### config.mk
export PLATFORM = sky130hd
export DESIGN_NAME = uart_host_ctrl_flat
export DESIGN_NICKNAME = d
export VERILOG_FILES = /design/src/rtl/uart_host_ctrl_pkg.sv /design/src/rtl/uart_host_ctrl_if.sv /design/src/rtl/uart_host_ctrl_fifo.sv /design/src/rtl/uart_host_ctrl.sv /design/src/flat_wrapper.sv
export SDC_FILE = /design/constraint.sdc
export NUM_CORES = 1
export LEC_CHECK = 0
export ABC_AREA = 1
export BUFFER_PORTS_ARGS = -buffer_cell sky130_fd_sc_hd__buf_2
export CAP_MARGIN = 10
export CORE_MARGIN = 2
export CORE_UTILIZATION = 24
export CTS_CLUSTER_DIAMETER = 100
export DETAILED_ROUTE_END_ITERATION = 16
export GPL_TIMING_DRIVEN = 0
export SETUP_SLACK_MARGIN = 0.3
export SYNTH_ARGS = -nofsm -noshare
export SYNTH_HDL_FRONTEND = slang
export SYNTH_SLANG_ARGS = --single-unit
### constraint.sdc
create_clock -name clk -period 3.3 [get_ports clk]
set_input_delay 0.99 -clock clk [delete_from_list [all_inputs] [get_ports clk]]
set_output_delay 0.99 -clock clk [all_outputs]
set_load 0.01 [all_outputs]
### src/rtl/uart_host_ctrl_pkg.sv
// uart_host_ctrl_pkg: register map, STATUS bit positions and FSM state types for the uart host controller.
package uart_host_ctrl_pkg;
  localparam logic [1:0] REG_DATA = 2'd0, REG_STATUS = 2'd1, REG_BAUD = 2'd2, REG_CTRL = 2'd3;
  localparam int ST_TX_FULL = 0, ST_TX_EMPTY = 1, ST_RX_NONEMPTY = 2, ST_RX_FULL = 3, ST_TX_BUSY = 4, ST_TX_OVF = 5;
  typedef enum logic [1:0] {TX_IDLE, TX_START, TX_RELEASE} tx_state_t;
  typedef enum logic [1:0] {RX_WAIT, RX_CAPTURE, RX_CLEAR} rx_state_t;
endpackage

### src/rtl/uart_host_ctrl_if.sv
// uart_host_ctrl_if: MCU-side register bus; master is the CPU, slave is the controller.
interface uart_host_ctrl_if;
  logic        bus_sel;
  logic        bus_we;
  logic [1:0]  bus_addr;
  logic [31:0] bus_wdata;
  logic [31:0] bus_rdata;
  modport master (output bus_sel, bus_we, bus_addr, bus_wdata, input bus_rdata);
  modport slave (input bus_sel, bus_we, bus_addr, bus_wdata, output bus_rdata);
endinterface

### src/rtl/uart_host_ctrl_fifo.sv
// sync_fifo: single-clock FIFO; push when full and pop when empty are ignored.
module sync_fifo #(
  parameter int WIDTH = 8,
  parameter int DEPTH = 4
) (
  input  logic                       clk,
  input  logic                       rst,
  input  logic                       push,
  input  logic                       pop,
  input  logic [WIDTH-1:0]           din,
  output logic [WIDTH-1:0]           head,
  output logic                       full,
  output logic                       empty,
  output logic [$clog2(DEPTH):0]     count
);
  localparam int AW = $clog2(DEPTH);
  localparam int CW = AW + 1;
  logic [WIDTH-1:0] mem [DEPTH];
  logic [AW-1:0] wr_ptr, rd_ptr;
  logic do_push, do_pop;
  assign full    = count == CW'(DEPTH);
  assign empty   = count == '0;
  assign do_push = push & ~full;
  assign do_pop  = pop & ~empty;
  assign head    = mem[rd_ptr];
  always_ff @(posedge clk)
    if (do_push) mem[wr_ptr] <= din;
  always_ff @(posedge clk or posedge rst)
    if (rst) begin
      wr_ptr <= '0;
      rd_ptr <= '0;
      count  <= '0;
    end else begin
      wr_ptr <= wr_ptr + AW'(do_push);
      rd_ptr <= rd_ptr + AW'(do_pop);
      count  <= count + CW'(do_push) - CW'(do_pop);
    end
endmodule

### src/rtl/uart_host_ctrl.sv
// uart_host_ctrl: CPU-side register block for the uart core with TX/RX FIFOs and start_tx/rx_clear handshakes.
module uart_host_ctrl
  import uart_host_ctrl_pkg::*;
#(
  parameter int          FIFO_DEPTH   = 4,
  parameter logic [11:0] BAUD_DEFAULT = 12'd104
) (
  input  logic                 clk,
  input  logic                 rst,
  uart_host_ctrl_if.slave      bus,
  output logic                 irq,
  output logic                 uart_start_tx,
  output logic [7:0]           uart_tx_value,
  input  logic                 uart_tx_done,
  input  logic                 uart_rx_available,
  input  logic [7:0]           uart_rx_value,
  output logic                 uart_rx_clear,
  output logic [11:0]          uart_counter_end
);
  localparam int CW = $clog2(FIFO_DEPTH) + 1;
  tx_state_t tx_state, tx_next;
  rx_state_t rx_state, rx_next;
  logic [11:0] baud;
  logic [1:0]  ctrl;
  logic        tx_ovf, tx_busy;
  logic        tx_full, tx_empty, rx_full, rx_empty;
  logic [7:0]  tx_head, rx_head;
  logic [CW-1:0] tx_count, rx_count;
  logic        unused_cnt;
  logic        rd, wr, tx_push, tx_pop, rx_push, rx_pop;
  logic [31:0] status, rd_mux;
  assign unused_cnt = ^{tx_count, rx_count};
  assign rd      = bus.bus_sel & ~bus.bus_we;
  assign wr      = bus.bus_sel & bus.bus_we;
  assign tx_push = wr & (bus.bus_addr == REG_DATA);
  assign rx_pop  = rd & (bus.bus_addr == REG_DATA);
  assign tx_pop  = (tx_state == TX_START) & uart_tx_done;
  assign rx_push = rx_state == RX_CAPTURE;
  assign tx_busy = tx_state != TX_IDLE;
  assign uart_counter_end = baud;
  sync_fifo #(.WIDTH(8), .DEPTH(FIFO_DEPTH)) u_tx_fifo (
    .clk(clk), .rst(rst), .push(tx_push), .pop(tx_pop), .din(bus.bus_wdata[7:0]),
    .head(tx_head), .full(tx_full), .empty(tx_empty), .count(tx_count)
  );
  sync_fifo #(.WIDTH(8), .DEPTH(FIFO_DEPTH)) u_rx_fifo (
    .clk(clk), .rst(rst), .push(rx_push), .pop(rx_pop), .din(uart_rx_value),
    .head(rx_head), .full(rx_full), .empty(rx_empty), .count(rx_count)
  );
  always_comb begin
    status = '0;
    status[ST_TX_FULL]     = tx_full;
    status[ST_TX_EMPTY]    = tx_empty;
    status[ST_RX_NONEMPTY] = ~rx_empty;
    status[ST_RX_FULL]     = rx_full;
    status[ST_TX_BUSY]     = tx_busy;
    status[ST_TX_OVF]      = tx_ovf;
    rd_mux = (bus.bus_addr == REG_DATA)   ? {24'b0, rx_empty ? 8'h00 : rx_head} :
             (bus.bus_addr == REG_STATUS) ? status :
             (bus.bus_addr == REG_BAUD)   ? {20'b0, baud} : {30'b0, ctrl};
  end
  always_ff @(posedge clk or posedge rst)
    if (rst) begin
      bus.bus_rdata <= '0;
      baud          <= BAUD_DEFAULT;
      ctrl          <= '0;
      tx_ovf        <= 1'b0;
      irq           <= 1'b0;
      tx_state      <= TX_IDLE;
      rx_state      <= RX_WAIT;
    end else begin
      if (rd) bus.bus_rdata <= rd_mux;
      if (wr && bus.bus_addr == REG_BAUD) baud <= bus.bus_wdata[11:0];
      if (wr && bus.bus_addr == REG_CTRL) ctrl <= bus.bus_wdata[1:0];
      tx_ovf   <= (tx_push & tx_full) |
                  (tx_ovf & ~(wr & (bus.bus_addr == REG_STATUS) & bus.bus_wdata[ST_TX_OVF]));
      irq      <= (ctrl[0] & ~rx_empty) | (ctrl[1] & tx_empty & ~tx_busy);
      tx_state <= tx_next;
      rx_state <= rx_next;
    end
  // start_tx and tx_value come straight from state so an async reset drops them at once
  always_comb begin
    tx_next       = tx_state;
    rx_next       = rx_state;
    uart_start_tx = 1'b0;
    uart_tx_value = 8'h00;
    uart_rx_clear = 1'b0;
    case (tx_state)
      TX_IDLE:    tx_next = tx_empty ? TX_IDLE : TX_START;
      TX_START: begin
        uart_start_tx = 1'b1;
        uart_tx_value = tx_head;
        tx_next       = uart_tx_done ? TX_RELEASE : TX_START;
      end
      TX_RELEASE: tx_next = uart_tx_done ? TX_RELEASE : TX_IDLE;
      default:    tx_next = TX_IDLE;
    endcase
    case (rx_state)
      RX_WAIT:    rx_next = (uart_rx_available & ~rx_full) ? RX_CAPTURE : RX_WAIT;
      RX_CAPTURE: rx_next = RX_CLEAR;
      RX_CLEAR: begin
        uart_rx_clear = 1'b1;
        rx_next       = uart_rx_available ? RX_CLEAR : RX_WAIT;
      end
      default:    rx_next = RX_WAIT;
    endcase
  end
endmodule
### src/flat_wrapper.sv
// flat-port wrapper written by rule: the top's interface ports become plain ports
module uart_host_ctrl_flat import uart_host_ctrl_pkg::*;
#(
  parameter int          FIFO_DEPTH   = 4,
  parameter logic [11:0] BAUD_DEFAULT = 12'd104
)
  (clk, rst, irq, uart_start_tx, uart_tx_value, uart_tx_done, uart_rx_available, uart_rx_value, uart_rx_clear, uart_counter_end, bus_bus_sel, bus_bus_we, bus_bus_addr, bus_bus_wdata, bus_bus_rdata);
  uart_host_ctrl_if bus_i ();
  input  logic clk;
  input  logic rst;
  output logic irq;
  output logic uart_start_tx;
  output logic [7:0] uart_tx_value;
  input  logic uart_tx_done;
  input  logic uart_rx_available;
  input  logic [7:0] uart_rx_value;
  output logic uart_rx_clear;
  output logic [11:0] uart_counter_end;
  input wire logic [$bits(bus_i.bus_sel)-1:0] bus_bus_sel;
  input wire logic [$bits(bus_i.bus_we)-1:0] bus_bus_we;
  input wire logic [$bits(bus_i.bus_addr)-1:0] bus_bus_addr;
  input wire logic [$bits(bus_i.bus_wdata)-1:0] bus_bus_wdata;
  output wire logic [$bits(bus_i.bus_rdata)-1:0] bus_bus_rdata;
  assign bus_i.bus_sel = bus_bus_sel;
  assign bus_i.bus_we = bus_bus_we;
  assign bus_i.bus_addr = bus_bus_addr;
  assign bus_i.bus_wdata = bus_bus_wdata;
  assign bus_bus_rdata = bus_i.bus_rdata;
  uart_host_ctrl #(.FIFO_DEPTH(FIFO_DEPTH), .BAUD_DEFAULT(BAUD_DEFAULT)) u_core (.clk(clk), .rst(rst), .bus(bus_i), .irq(irq), .uart_start_tx(uart_start_tx), .uart_tx_value(uart_tx_value), .uart_tx_done(uart_tx_done), .uart_rx_available(uart_rx_available), .uart_rx_value(uart_rx_value), .uart_rx_clear(uart_rx_clear), .uart_counter_end(uart_counter_end));
endmodule
==> results.py <==
metrics = {
    "placed_design": {
        "dp.final_hpwl_mm": 7.91,
        "dp_slack_ns": 0.112,
        "place_congestion": 0.773,
        "portBuffers": 62,
        "placed_cell_area_sq_um": 5560,
    },
    "routing": {
        "wire_per_inst_microns": 13.4,
        "drtPass1Iterations": 4,
        "post_drt_via_cell_ratio": 3.98,
        "drc": 0,
        "vias": 3172,
        "ant_nets": 0,
        "routed_wl_mm": 10.7,
        "dr.first_iter.drc_count": 152,
    },
    "cells_and_area": {
        "fin_area_sq_um": 5870,
        "fill_cells": 2038,
        "drive_gt1_share_pct": 27.9,
        "area_growth_pct": 22.0,
        "multi_input_area_sq_um": 1430,
        "regArea_sq_um": 3080,
        "final_nets": 579,
    },
    "synthesis": {
        "synth_top_flop_cell": "edfxtp_1",
        "yosysWarnings": 0,
        "ys_top_cells_by_area": "edfxtp_1 40%, dfrtp_1 22%, nor2_1 5.2%",
        "synth_edf_count": 64,
        "yosysMostFrequentCell": "nor2_1",
        "synthTopCellsByCount": "67 x nor2_1, 64 x edfxtp_1, 50 x nand2_1",
        "synth-seq-cells": 110,
        "ys_seq_area_share_pct": 63.9,
        "syn_inst": 424,
        "netlist_area_sq_um": 4810,
        "synthDistinctLibCells": 35,
        "synth_top_area_share_pct": 39.9,
        "synth_top_area_cell": "edfxtp_1",
        "ys_async_sr_fraction_pct": 41.8,
        "syn_avg_cell_area_sq_um": 11.4,
    },
    "power": {
        "cellLeakagePower_nw": 2.55,
        "peakVddDrop_v": 0.000303,
        "powerDensity_nw_per_um2": 729,
    },
    "timing": {
        "period_share_pct": 85.0,
        "hold_viol_final": 0,
        "grt_setup_unrepaired": "false",
        "worst_slack_ns": 0.496,
        "clock_skew_ns": 0.0104,
        "setup_viol": 0,
        "drv_slew": 0,
        "setup_tns_ns": 0,
        "slew_headroom_pct": 49.6,
        "worstMarginPinSlew_ns": 0.750,
        "fmax_ghz": 0.357,
        "min_period_ns": 2.80,
    },
    "die": {
        "die_h_microns": 146,
        "initial_core_util_pct": 24.6,
        "rows": 51,
        "dieArea_sq_um": 21200,
        "coreArea_sq_um": 19600,
        "ioPinCount": 103,
        "fp.dieW_microns": 146,
    },
    "run_status": {
        "status": "complete, no violations",
    },
    "clocking": {
        "ctsLongestPathBuffers": 2,
        "clk_latency_ns": 0.36,
        "cts_root_buf": "clkbuf_16",
        "htreeDepth": 3,
        "clock-sinks": 110,
        "tritoncts": "yes",
        "cts_setup_buffers": 0,
        "cts_resized": 0,
        "cts_hold_buf": 0,
        "cts-buffers-inserted": 9,
        "clkTransAtPathRegs_ns": 0.08,
    },
    "global_routing": {
        "grtUsageTotal_pct": 10.4,
        "antenna_found_initial": 1,
        "grt_pass1_wl_mm": 16.9,
        "grt-ovfl-total": 0,
        "grt_pass1_vias": 3048,
        "grt_max_degree": 35,
    },
    "worst_setup_path": {
        "slowest_stage": "dfrtp_1",
        "crit_path_end_kind": "output pin",
        "path_cells": "buf_2 -> inv_1 -> buf_4 -> o21ai_0 -> a21oi_1 -> buf_2",
        "worstPathRequired_ns": 2.31,
        "critPathBufInv": 4,
        "worst-path-max-fanout": 10,
        "path_delay_family": "buffers and inverters",
        "crit_arrival_ns": 1.81,
        "max_stage_delay_ns": 0.36,
        "cp_common_cell": "buf_2",
        "crit_path_start_kind": "register",
        "crit_type": "reg2out",
    },
    "min_path": {
        "hp-class": "reg2reg",
    },
    "run": {
        "cap_viol_max_count": 0,
    },
}
-- state kept, by name, indices dropped and copies added, names as in the netlist --
name,cells
u_core.irq,1
u_core.u_rx_fifo.wr_ptr,2
u_core.rx_state,2
u_core.u_tx_fifo.count,3
u_core.u_tx_fifo.wr_ptr,2
u_core.bus.bus_rdata,12
u_core.u_rx_fifo.count,3
u_core.u_tx_fifo.mem,32
u_core.u_rx_fifo.rd_ptr,2
u_core.u_rx_fifo.mem,32
u_core.ctrl,2
u_core.tx_ovf,1
u_core.u_tx_fifo.rd_ptr,2
u_core.uart_counter_end,12
u_core.tx_state,2
-- area by class of cell --
type,instances,area share (%)
Buffer,30,3.96
Timing Repair Buffer,71,6.43
Inverter,38,2.51
Clock buffer,10,3.90
Sequential cell,110,52.4
Clock inverter,6,0.810
Multi-Input combinational cell,265,24.3
Tap cell,265,5.65
Antenna cell,1,0.0426
-- worst paths after layout --
kind / to / slack (ns) / startpoint / cells after the start
worst max-delay path: uart_tx_value[1] / 0.50 / u_core.u_tx_fifo.rd_ptr[0] / 6
worst min-delay path: u_core.rx_state[0] / 0.42 / u_core.rx_state[1] / 1
worst max register to register: u_core.u_rx_fifo.mem[2][2] / 1.30 / u_core.u_rx_fifo.count[1] / 5
worst min register to register: u_core.rx_state[0] / 0.42 / u_core.rx_state[1] / 1
max in group asynchronous: u_core.uart_counter_end[6] / 2.16 / rst / 3
min in group asynchronous: u_core.irq / 0.58 / rst / 2
-- where the power goes --
group	switching (W)	total [W]	leakage, nW	internal (W)
registers	0.000170	0.00189	1.12	0.00172
clock network	0.000501	0.00102	0.133	0.000518
logic	0.000841	0.00137	1.29	0.000528
-- layer usage --
metal / GRT usage (%) / vias to the layer above / routed length (microns)
met5: 0 / - / 0
met3: 3.17 / 10 / 731
met1: 13.3 / 1484 / 4690
li1: - / 1583 / -
met4: 3.48 / 0 / 138
met2: 16.8 / 95 / 5100
-- cells by family (layout without fill, tap and decap cells) --
kind of cell / count (synthesis) / count (layout) / share of synthesized area (%)
simple gates: 155 / 155 / 14.5
fa+ha+maj: 6 / 6 / 1.87
flops: 110 / 110 / 63.9
mux: 6 / 6 / 1.87
buf+inv: 68 / 155 / 7.90
xor+xnor: 11 / 11 / 2.00
other cells: 1 / 21 / 0.0779
compound gates: 67 / 67 / 7.85
-- worst reg2reg max path, delay by kind of cell, from the launching register on --
family,cells,cell delay [ns]
flip-flops,1,0.45
AND/OR/NAND/NOR,4,1.00
buffers and inverters,1,0.27
-- cell usage in the layout (no fill, tap or decap), drive strengths merged, types with 11 or more instances in the layout --
master,synthesis,layout
a21oi,20,20
buf,30,100
clkbuf,0,11
conb,1,20
dfrtp,43,43
edfxtp,64,64
inv,38,39
nand2,53,53
nand3,17,17
nor2,73,73
nor3,12,12
o21ai,39,39
-- through the flow --
stage	total power [W]	instances	util, %	hold slack [ns]
finish	0.00428	796	30.0	0.424
global route	0.00459	796	30.0	0.463
CTS	0.00434	789	29.8	0.427
detailed placement	0.00330	773	28.4	0.432
global placement	0.00327	770	28.2	0.414
floorplan	0.00283	443	-	0.408
No activity file was read; power rests on OpenSTA's default activity.
